<file path="config.mk">
export PLATFORM = sky130hd
export DESIGN_NAME = stage3_batch_sched
export DESIGN_NICKNAME = d
export VERILOG_FILES = /design/src/rtl/stage3_sched_pkg.sv /design/src/rtl/stage3_lane_cnt.sv /design/src/rtl/stage3_batch_sched.sv
export SDC_FILE = /design/constraint.sdc
export NUM_CORES = 1
export LEC_CHECK = 0
export ABC_AREA = 1
export CAP_MARGIN = 30
export CORE_ASPECT_RATIO = 1.75
export CORE_MARGIN = 5
export CORE_UTILIZATION = 30
export DETAILED_ROUTE_END_ITERATION = 8
export GPL_TIMING_DRIVEN = 0
export SLEW_MARGIN = 20
export SYNTH_ARGS = -nofsm -noshare
export SYNTH_HDL_FRONTEND = slang
export SYNTH_SLANG_ARGS = --single-unit
</file>
<file path="constraint.sdc">
create_clock -name CLK_i -period 21.7 [get_ports CLK_i]
set_input_delay 4.34 -clock CLK_i [delete_from_list [all_inputs] [get_ports CLK_i]]
set_output_delay 4.34 -clock CLK_i [all_outputs]
set_load 0.02 [all_outputs]
</file>
<file path="src/rtl/stage3_sched_pkg.sv">
// ----------------------------------------------------------------------------
// stage3_sched_pkg
// Shared types, default sizes and helper functions for the stage-3 batch
// scheduler.
//   sched_state_e : scheduler FSM states
//   DEF_*         : default lane count, index and counter widths, in-flight limit
//   lane_mask()   : lanes whose index base+l lies inside [0, n)
//   lowest_set()  : lane number of the lowest set bit of a lane vector
// ----------------------------------------------------------------------------
package stage3_sched_pkg;

    localparam int DEF_PAR     = 12;
    localparam int DEF_IDX_W   = 16;
    localparam int DEF_CNT_W   = 16;
    localparam int DEF_MAX_OUT = 4;
    localparam int LANE_W      = $clog2(DEF_PAR);

    typedef enum logic [1:0] {
        IDLE  = 2'd0,
        ISSUE = 2'd1,
        DRAIN = 2'd2,
        DONE  = 2'd3
    } sched_state_e;

    // The base is one bit wider than the element count, so base+l is compared
    // without wrap-around even on the last, partially filled batch.
    function automatic logic [DEF_PAR-1:0] lane_mask(input logic [DEF_IDX_W:0]   base,
                                                     input logic [DEF_IDX_W-1:0] n);
        logic [DEF_PAR-1:0] m;
        m = '0;
        for (int l = 0; l < DEF_PAR; l++) begin
            m[l] = (base + (DEF_IDX_W+1)'(l)) < {1'b0, n};
        end
        return m;
    endfunction

    // Scans from the top lane down so the lowest set lane is the last written.
    function automatic logic [LANE_W-1:0] lowest_set(input logic [DEF_PAR-1:0] vec);
        logic [LANE_W-1:0] idx;
        idx = '0;
        for (int l = DEF_PAR - 1; l >= 0; l--) begin
            if (vec[l]) begin
                idx = LANE_W'(l);
            end
        end
        return idx;
    endfunction

endpackage

</file>
<file path="src/rtl/stage3_lane_cnt.sv">
// ----------------------------------------------------------------------------
// stage3_lane_cnt
// Saturating hit counter for one stage-3 lane.
//   i_clk   : clock, rising edge
//   i_rst_n : asynchronous active-low reset
//   i_clr   : synchronous clear (takes priority over i_inc)
//   i_inc   : add one, holding at all-ones once reached
//   o_cnt   : current count
// ----------------------------------------------------------------------------
module stage3_lane_cnt #(
    parameter int CNT_W = 16
) (
    input  logic             i_clk,
    input  logic             i_rst_n,
    input  logic             i_clr,
    input  logic             i_inc,
    output logic [CNT_W-1:0] o_cnt
);

    logic [CNT_W-1:0] r_cnt;

    function automatic logic [CNT_W-1:0] sat_inc(input logic [CNT_W-1:0] v);
        return (&v) ? v : v + 1'b1;
    endfunction

    always_ff @(posedge i_clk or negedge i_rst_n) begin
        if (!i_rst_n) begin
            r_cnt <= '0;
        end else if (i_clr) begin
            r_cnt <= '0;
        end else if (i_inc) begin
            r_cnt <= sat_inc(r_cnt);
        end
    end

    assign o_cnt = r_cnt;

endmodule

</file>
<file path="src/rtl/stage3_batch_sched.sv">
// ----------------------------------------------------------------------------
// stage3_batch_sched
// Walks the index range [0, N) in batches of PAR lanes for the stage-3
// interval-check datapath, keeps up to MAX_OUT batches in flight, and folds
// the in-order returned out-of-mode-interval flags into per-lane hit
// counters, a total hit count and the first hit index.
//
// Ports:
//   CLK_i, RST_ni     : clock (rising edge), asynchronous active-low reset
//   start_i, n_elem_i : start pulse (IDLE only) and element count N
//   busy_o, done_o    : run in progress / one-cycle completion pulse
//   issue_valid_o/issue_ready_i : batch handshake towards the lanes
//   idx_o, lane_en_o  : per-lane index base+l and tail mask
//   ret_valid_i, oom_i: returned per-lane out-of-interval flags
//   interval_cnt_o    : per-lane saturating hit counters
//   hit_total_o       : hits over all valid lanes
//   first_hit_vld_o/first_hit_idx_o : smallest index that hit
//   err_o             : sticky, a return arrived with nothing in flight
// ----------------------------------------------------------------------------
module stage3_batch_sched
    import stage3_sched_pkg::*;
#(
    parameter int PAR     = DEF_PAR,
    parameter int IDX_W   = DEF_IDX_W,
    parameter int CNT_W   = DEF_CNT_W,
    parameter int MAX_OUT = DEF_MAX_OUT
) (
    input  logic                   CLK_i,
    input  logic                   RST_ni,
    input  logic                   start_i,
    input  logic [IDX_W-1:0]       n_elem_i,
    output logic                   busy_o,
    output logic                   done_o,
    output logic                   issue_valid_o,
    input  logic                   issue_ready_i,
    output logic [PAR*IDX_W-1:0]   idx_o,
    output logic [PAR-1:0]         lane_en_o,
    input  logic                   ret_valid_i,
    input  logic [PAR-1:0]         oom_i,
    output logic [PAR*CNT_W-1:0]   interval_cnt_o,
    output logic [IDX_W:0]         hit_total_o,
    output logic                   first_hit_vld_o,
    output logic [IDX_W-1:0]       first_hit_idx_o,
    output logic                   err_o
);

    localparam int OUT_W = $clog2(MAX_OUT + 1);

    sched_state_e       r_state;
    sched_state_e       w_next_state;

    logic [IDX_W-1:0]   r_n;
    logic [IDX_W:0]     r_base;
    logic [IDX_W:0]     r_ret_base;
    logic [OUT_W-1:0]   r_outst;
    logic [IDX_W:0]     r_hit_total;
    logic               r_first_vld;
    logic [IDX_W-1:0]   r_first_idx;
    logic               r_err;

    logic               w_start_acc;
    logic               w_in_issue;
    logic               w_issue_valid;
    logic               w_issue_fire;
    logic               w_last_batch;
    logic               w_ret_fire;
    logic               w_ret_err;
    logic [PAR-1:0]     w_hits;
    logic [IDX_W:0]     w_pop;
    logic [OUT_W-1:0]   w_outst_next;

    assign w_start_acc   = start_i && (r_state == IDLE);
    assign w_in_issue    = (r_state == ISSUE);
    assign w_issue_valid = w_in_issue && (r_outst < OUT_W'(MAX_OUT));
    assign w_issue_fire  = w_issue_valid && issue_ready_i;
    assign w_last_batch  = (r_base + (IDX_W+1)'(PAR)) >= {1'b0, r_n};

    // Returns only count against batches actually in flight; a stray return
    // is dropped and flagged instead.
    assign w_ret_fire = ret_valid_i && (r_outst != '0) && (r_state != IDLE);
    assign w_ret_err  = ret_valid_i && (r_outst == '0);
    assign w_hits     = oom_i & lane_mask(r_ret_base, r_n);

    always_comb begin
        w_pop = '0;
        for (int l = 0; l < PAR; l++) begin
            w_pop = w_pop + {{IDX_W{1'b0}}, w_hits[l]};
        end
    end

    // An issue and a return in the same cycle cancel out.
    always_comb begin
        w_outst_next = r_outst;
        case ({w_issue_fire, w_ret_fire})
            2'b10:   w_outst_next = r_outst + 1'b1;
            2'b01:   w_outst_next = r_outst - 1'b1;
            default: w_outst_next = r_outst;
        endcase
    end

    // ---------------- FSM: state register ----------------
    always_ff @(posedge CLK_i or negedge RST_ni) begin
        if (!RST_ni) begin
            r_state <= IDLE;
        end else begin
            r_state <= w_next_state;
        end
    end

    // ---------------- FSM: next state ----------------
    always_comb begin
        w_next_state = r_state;
        case (r_state)
            IDLE: begin
                if (w_start_acc) begin
                    w_next_state = (n_elem_i == '0) ? DONE : ISSUE;
                end
            end
            ISSUE: begin
                if (w_issue_fire && w_last_batch) begin
                    w_next_state = DRAIN;
                end
            end
            DRAIN: begin
                // Leave as soon as the final return lands, not a cycle later.
                if (w_outst_next == '0) begin
                    w_next_state = DONE;
                end
            end
            DONE:    w_next_state = IDLE;
            default: w_next_state = IDLE;
        endcase
    end

    // ---------------- FSM: outputs ----------------
    always_comb begin
        busy_o        = (r_state != IDLE);
        done_o        = (r_state == DONE);
        issue_valid_o = w_issue_valid;
    end

    // ---------------- Batch / return bookkeeping ----------------
    always_ff @(posedge CLK_i or negedge RST_ni) begin
        if (!RST_ni) begin
            r_n         <= '0;
            r_base      <= '0;
            r_ret_base  <= '0;
            r_outst     <= '0;
            r_hit_total <= '0;
            r_first_vld <= 1'b0;
            r_first_idx <= '0;
            r_err       <= 1'b0;
        end else if (w_start_acc) begin
            r_n         <= n_elem_i;
            r_base      <= '0;
            r_ret_base  <= '0;
            r_outst     <= '0;
            r_hit_total <= '0;
            r_first_vld <= 1'b0;
            r_first_idx <= '0;
            r_err       <= 1'b0;
        end else begin
            r_outst <= w_outst_next;
            if (w_issue_fire) begin
                r_base <= r_base + (IDX_W+1)'(PAR);
            end
            if (w_ret_fire) begin
                r_hit_total <= r_hit_total + w_pop;
                r_ret_base  <= r_ret_base + (IDX_W+1)'(PAR);
                // Returns arrive in index order, so the first batch with any
                // hit holds the smallest hitting index.
                if (!r_first_vld && (w_hits != '0)) begin
                    r_first_vld <= 1'b1;
                    r_first_idx <= r_ret_base[IDX_W-1:0] + IDX_W'(lowest_set(w_hits));
                end
            end
            if (w_ret_err) begin
                r_err <= 1'b1;
            end
        end
    end

    // ---------------- Per-lane outputs and counters ----------------
    // Index and enable are held at zero outside ISSUE; inside ISSUE they only
    // depend on r_base, which moves solely on an accepted batch, so they stay
    // stable while the datapath stalls.
    assign lane_en_o = w_in_issue ? lane_mask(r_base, r_n) : '0;

    for (genvar g = 0; g < PAR; g++) begin : g_lane
        assign idx_o[g*IDX_W +: IDX_W] = w_in_issue ? (r_base[IDX_W-1:0] + IDX_W'(g)) : '0;

        stage3_lane_cnt #(
            .CNT_W (CNT_W)
        ) u_cnt (
            .i_clk   (CLK_i),
            .i_rst_n (RST_ni),
            .i_clr   (w_start_acc),
            .i_inc   (w_ret_fire && w_hits[g]),
            .o_cnt   (interval_cnt_o[g*CNT_W +: CNT_W])
        );
    end

    assign hit_total_o     = r_hit_total;
    assign first_hit_vld_o = r_first_vld;
    assign first_hit_idx_o = r_first_idx;
    assign err_o           = r_err;

endmodule
</file>
==> results of run 1 <==
-- routing by layer --
layer / wire length (µm) / vias up / GRT usage
li1: - / 11900 / -
met1: 34700 / 11400 / 0.223
met2: 49000 / 860 / 0.403
met3: 7130 / 242 / 0.0475
met4: 6170 / 4 / 0.117
met5: 21 / - / 0
-- placed cells by master (no fill, tap or decap), types with 9 or more instances in the layout --
cell / n
a31oi_1: 19
buf_4: 95
nand2_1: 585
nor2_2: 11
o21a_1: 16
a211oi_1: 17
o21ai_1: 13
clkdlybuf4s50_1: 453
o21ai_0: 173
nand4_1: 61
xor2_1: 111
o22ai_1: 14
inv_2: 10
buf_1: 10
fa_1: 9
nor4_1: 41
o31ai_1: 34
nor2_1: 347
dfrtp_1: 278
nor3_1: 112
clkbuf_16: 30
nand3_2: 19
nand3_1: 139
xnor2_1: 12
ha_1: 263
conb_1: 13
a21oi_1: 242
clkbuf_1: 90
inv_1: 478
-- path summary, 6_finish.rpt --
kind	start	endpoint	slack (ns)	cells past startpoint
min in group asynchronous	RST_ni	g_lane[1].u_cnt.o_cnt[8]	3.63	1
max reg2reg	r_ret_base[3]	hit_total_o[14]	13.02	29
max	r_base[5]	lane_en_o[5]	11.82	17
min reg2reg	r_n[14]	r_n[14]	0.49	2
min	r_n[14]	r_n[14]	0.49	2
max in group asynchronous	RST_ni	g_lane[6].u_cnt.o_cnt[15]	16.88	3
-- where the power goes --
group	switching (mW)	internal [mW]
logic	1.05	0.557
registers	0.0579	0.572
clock network	0.252	0.363
total	1.36	1.49
-- flip-flops by register name, indices dropped and copies added, names as in the netlist --
register,flops
err_o,1
first_hit_idx_o,16
first_hit_vld_o,1
g_lane.u_cnt.o_cnt,192
hit_total_o,17
r_base,15
r_n,16
r_outst,3
r_ret_base,15
r_state,2
-- worst max-delay path, cell delays in order, from the launching register on --
cell,delay (ns)
dfrtp_1,0.68
nand2_1,0.24
nor2_1,0.49
inv_1,0.15
nor2_1,0.16
xor2_1,0.72
nand2_1,0.11
o21ai_0,0.22
inv_1,0.09
ha_1,0.28
nand2_1,0.09
inv_1,0.05
a221oi_1,0.47
a21boi_0,0.17
o21ai_0,0.16
nand2_1,0.06
a21oi_1,0.13
clkdlybuf4s50_1,0.63
-- cells by family (layout without fill, tap and decap cells) --
family / after synthesis / count (layout)
flops: 278 / 278
xor+xnor: 123 / 123
simple gates: 1366 / 1366
compound gates: 586 / 586
mux: 4 / 4
fa+ha+maj: 272 / 272
buf+inv: 699 / 1220
other cells: 1 / 15
-- cell type report --
type                            count  share of cell area
Multi-Input combinational cell   2364               0.451
Sequential cell                   278               0.222
Timing Repair Buffer              465               0.151
Inverter                          492              0.0590
Tap cell                         1042              0.0416
Buffer                            207              0.0375
Clock buffer                       38              0.0272
Clock inverter                     18             0.00983
Antenna cell                        2            0.000160
==> reports/qor.yml, run 1 <==
sta:
  drv_slew: 0
  worst_pin_slew_ns: 1.00
  fin_tns_setup_ns: 0
  fmax_ghz: 0.101
  finalSetupViolations: 0
  post-route-period-util: 0.455
  skew_ns: 0.0396
  worst_slack_ns: 11.82
  holdWs_ns: 0.495
  slew_headroom: 0.331
  fin_crit_ns: 9.88
  final_hold_viol_count: 0
  rsz0062_at_grt: "no"
setup_path:
  cp-start-kind: "flip-flop"
  worstPathMaxFanout: 9
  endpoint_kind: "primary output"
  critPathKind: "flip-flop to primary output"
  cp.arrival_ns: 5.54
  crit_required_ns: 17.36
floorplan:
  initial_utilization: 0.302
  die-area_um2: 86200
  coreArea_um2: 79700
  num_rows: 137
  die_h_um: 385
  io_pins: 467
  die_w_um: 224
finish:
  fin_cells: 4906
  design_area_um2: 31300
  final_util: 0.393
  areaGrowthSynthToFinish_pct: 30.2
  drive_gt1_frac: 0.0684
  multi_input_area_um2: 14100
  fillCellCount: 8331
  nets: 4143
  seqCellArea_um2: 6960
outcome:
  outcome: "complete, no violations"
synthesis:
  seq_area_frac_synth: 0.289
  synthMuxAreaShare: 0.00172
  synth.most_common_cell: "nand2_1"
  synth_top_family_by_area: "simple AND/OR/NAND/NOR gates"
  yosys.area_share.simple: 0.255
  synth_area_um2: 24100
  synth.area.top_cells: "dfrtp_1 29%, ha_1 14%, nand2_1 9.1%"
  async_flop_share: 1.00
  synth_edf_count: 0
  synthAdderAreaFrac: 0.144
  synthXorXnorAreaFrac: 0.0448
  syn-instance-count: 3329
  synth_area_leader_cell: "dfrtp_1"
  ys_ff_latch: 278
  ys_types: 73
  avgSynthCellArea_um2: 7.23
  synthTopCellsByCount: "585 x nand2_1, 482 x inv_1, 347 x nor2_1"
  synth-main-ff-cell: "dfrtp_1"
  synth.top_cell.area_share: 0.289
  synth_compound_area_frac: 0.140
  yosysWarnings: 0
power:
  cellLeakagePower_nw: 14.7
  p_per_area_nw_per_um2: 91.2
  vdd_drop_max_v: 0.0000581
  finalPower_mw: 2.86
clock_network:
  clkSinkCount: 278
  htree_levels: 1
  clock_latency_ns: 0.64
  clock_path_buffers: 3
  postCtsSetupBuffers: 0
  clk_pin_slew_ns: 0.06
  cts_resized: 0
  clockRootBuffer: "clkbuf_16"
  cts_hold_buf: 0
  tritoncts: "built"
  cts_buffers: 30
route:
  first_pass_iters: 6
  ant_nets: 0
  avgRoutedWirePerCell_um: 19.8
  wirelength_um: 97000
  drtIter0Drc: 1263
  via_count: 24400
  route.detailed.drc: 0
  via_per_inst: 4.97
global_route:
  grt_pass1_vias: 24200
  track_usage: 0.216
  grt_pass1_wl_um: 144000
  antenna_found_initial: 5
  globalRouteOverflowTotal: 0
  grt_max_degree: 85
place:
  dp_slack_ns: 11.35
  place_hpwl_um: 77900
  placedCellCount: 4848
  dpl_cell_area_um2: 30200
  gp_congestion: 0.948
  numPortBuffers: 454
worst_hold_path:
  hold_class: "flip-flop to flip-flop"
run:
  drv_cap: 0
(Power assumes the default switching activity.)
==> run 2, diff against run 1 <==
==> constraint.sdc (replaced) <==
create_clock -name CLK_i -period 9.9 [get_ports CLK_i]
set_input_delay 1.98 -clock CLK_i [delete_from_list [all_inputs] [get_ports CLK_i]]
set_output_delay 1.98 -clock CLK_i [all_outputs]
set_load 0.02 [all_outputs]
==> results of run 2 <==
The final DEF is identical to that of run 1. Status: complete, no violations.
Among the figures that moved: setup slack after placement 11.35 ns -> 1.21 ns; clock-pin slew on the worst setup and hold paths 0.06 ns -> 0.07 ns; setup slack after layout 11.82 ns -> 1.22 ns; start point of the critical path r_base[5] -> r_ret_base[3]; end point of the critical path lane_en_o[5] -> hit_total_o[14]; register-to-register setup slack 13.02 ns -> 1.22 ns; total power 2.86 mW -> 6.26 mW; worst IR drop on VDD 0.0000581 V -> 0.000127 V
==> run 3, diff against run 2 <==
--- a/config.mk
+++ b/config.mk
@@ -8,10 +8,10 @@
 export ABC_AREA = 1
 export CAP_MARGIN = 30
 export CORE_ASPECT_RATIO = 1.75
-export CORE_MARGIN = 5
 export CORE_UTILIZATION = 30
 export DETAILED_ROUTE_END_ITERATION = 8
 export GPL_TIMING_DRIVEN = 0
+export PLACE_DENSITY = 0.51
 export SLEW_MARGIN = 20
 export SYNTH_ARGS = -nofsm -noshare
 export SYNTH_HDL_FRONTEND = slang
==> run 3 against run 2 <==
Compared with the run above:
- non-clock buffer count up 5
- global-route usage is 1.9 points higher
- sequential power about the same
- maximum frequency up 0.33%
- die area shrank 5.6%
- setup slack better by 0.028 ns
- register-to-register slack better by 0.03 ns
- sequential share of layout area about the same
- power shrank 0.88%
- critical endpoint unchanged
- largest cell class unchanged
- highest routed layer unchanged
==> reports/qor.yml, run 3 (synthesized netlist as in run 1, its figures left out) <==
outcome:
  outcome: "complete, no violations"
global_route:
  use_met2: 0.459  # +0.0558
  busiest_layer: "met2"
  globalRouteOverflowTotal: 0  # unchanged
  antenna_found_initial: 4  # -1
  track_usage: 0.236  # +0.0193
  use_met1: 0.243  # +0.0199
  grt_pass1_vias: 23900  # -1.3%
  use_met3: 0.0440  # -0.00348
  grt_pass1_wl_um: 146000  # +0.87%
  grt_max_degree: 83  # -2.4%
route:
  via_count: 24200  # -0.62%
  drtIter0Drc: 1137  # -10%
  ant_nets: 0  # unchanged
  route.detailed.drc: 0  # unchanged
  wirelength_um: 97800  # +0.89%
  first_pass_iters: 7  # +1
  via_per_inst: 4.94  # -0.68%
  avgRoutedWirePerCell_um: 19.9  # +0.82%
setup_path:
  cp_slowest_stage_delay_ns: 0.61
  worstPathMaxFanout: 9  # unchanged
  cpMostUsedCell: "fa_1"
  cp-startpoint: "r_ret_base[3]"
  r2r_cells: 29  # unchanged
  crit_required_ns: 10.46
  cp-start-kind: "flip-flop"
  cp.arrival_ns: 9.20
  crit_slowest_cell: "dfrtp_1"
  timing.rr.start: "r_ret_base[3]"
  r2r_end: "hit_total_o[14]"
  endpoint_kind: "flip-flop"
  rrSetupSlack_ns: 1.25
  critPathKind: "flip-flop to flip-flop"
sta:
  fmax_ghz: 0.116
  fin_crit_ns: 8.65
  rsz0062_at_grt: "no"
  final_hold_viol_count: 0  # unchanged
  skew_ns: 0.0243  # -0.0153 ns
  slew_headroom: 0.347  # +0.0165
  worst_pin_slew_ns: 0.978  # -0.0247 ns
  finalSetupViolations: 0  # unchanged
  post-route-period-util: 0.874
  drv_slew: 0  # unchanged
  worst_slack_ns: 1.25
floorplan:
  die_h_um: 377  # -2.1%
  die-area_um2: 81400  # -5.6%
  io_pins: 467  # unchanged
  num_rows: 137  # unchanged
  initial_utilization: 0.303  # +0.000651
  die_w_um: 216  # -3.6%
  coreArea_um2: 79500  # -0.22%
finish:
  design_area_um2: 31300  # about the same
  nets: 4149  # +0.14%
  seqCellArea_um2: 6960  # unchanged
  diodes: 0  # -2
  final_cell_mix: "585 x nand2_1, 479 x inv_1, 453 x clkdlybuf4s50_1"
  areaGrowthSynthToFinish_pct: 30.1  # about the same
  drive_gt1_frac: 0.0685  # +0.000170
  fin_cells: 4909  # +0.061%
  largest_reg_flops: 192  # unchanged
  fillCellCount: 8519  # +2.3%
  multi_input_area_um2: 14100  # unchanged
  layout_commonest_cell: "nand2_1"
place:
  numPortBuffers: 454  # unchanged
  gp_congestion: 0.907  # -4.3%
  place_hpwl_um: 78100  # +0.19%
  dpl_cell_area_um2: 30200  # +0.23%
  dp_slack_ns: 1.21
  placedCellCount: 4852  # +0.083%
clock_network:
  htree_levels: 1  # unchanged
  cts_hold_buf: 0  # unchanged
  clkSinkCount: 278  # unchanged
  cts_resized: 0  # unchanged
  cts_buffers: 31  # +3.3%
  tritoncts: "built"
  clk_pin_slew_ns: 0.06
  clock_latency_ns: 0.64  # about the same
  clockRootBuffer: "clkbuf_16"
  clock_path_buffers: 3  # unchanged
  postCtsSetupBuffers: 0  # unchanged
power:
  finalPower_mw: 6.20
  cellLeakagePower_nw: 14.7  # -0.13%
  p_per_area_nw_per_um2: 198
  vdd_drop_max_v: 0.000140
run:
  drv_cap: 0  # unchanged
worst_hold_path:
  whs_endpoint: "r_n[14]"
  holdCritStartpoint: "r_n[14]"
  whs_path_depth: 2  # unchanged
  hold_class: "flip-flop to flip-flop"
==> run 3: cell count changes in the layout (fill, tap and decap cells not counted), moves of 2 or more <==
cell        delta
clkbuf_1       +3
clkinv_2       -3
clkbuf_8       -2
diode_2        -2
bufinv_16      -4
clkinvlp_4     +4
clkbuf_16      +2
buf_8          +2
==> run 3: final cells by class <==
type | count | share of cell area
buffer | 207 | 0.0376
inverter | 492 | 0.0590
clock buffer | 41 | 0.0276
sequential | 278 | 0.222
tap | 1042 | 0.0416
timing repair buffer | 470 | 0.154
multi-input combinational | 2364 | 0.452
clock inverter | 15 | 0.00607
==> run 3: worst max-delay path by stage <==
stage,to,slack (ns)
floorplan,hit_total_o[14],2.74
global placement,g_lane[1].u_cnt.o_cnt[6],-6.92
detailed placement,hit_total_o[16],1.21
CTS,hit_total_o[14],1.20
global route,hit_total_o[16],0.57
finish,hit_total_o[14],1.25
==> run 3: stage by stage <==
step,hold WS (ns),util,setup TNS [ns]
after floorplan,0.453,-,0
after global placement,0.473,0.377,-1901.07
after detailed placement,0.477,0.380,0
after CTS,0.492,0.393,0
after global routing,0.523,0.394,0
final,0.497,0.394,0
==> run 3: where the power goes <==
group          internal (mW)  total [mW]  leakage (nW)  switching (mW)
Combinational           1.25        3.56          10.3            2.31
Sequential              1.25        1.39          3.83           0.131
Clock                  0.696        1.26         0.505           0.561
==> run 3: worst max-delay path: cells and delay by family, from the launching register on <==
| family | cells | cell delay, ns |
|---|---|---|
| mux | 1 | 0.20 |
| fa+ha+maj | 8 | 3.41 |
| simple gates | 11 | 2.40 |
| compound gates | 3 | 1.02 |
| xor+xnor | 1 | 0.24 |
| buf+inv | 5 | 0.69 |
| flops | 1 | 0.61 |
==> run 3: metal layers <==
layer / share of wire / routed length, µm
met1: 0.37 / 36000
met2: 0.53 / 51900
met3: 0.060 / 5870
met4: 0.041 / 4010
met5: 0.00053 / 52
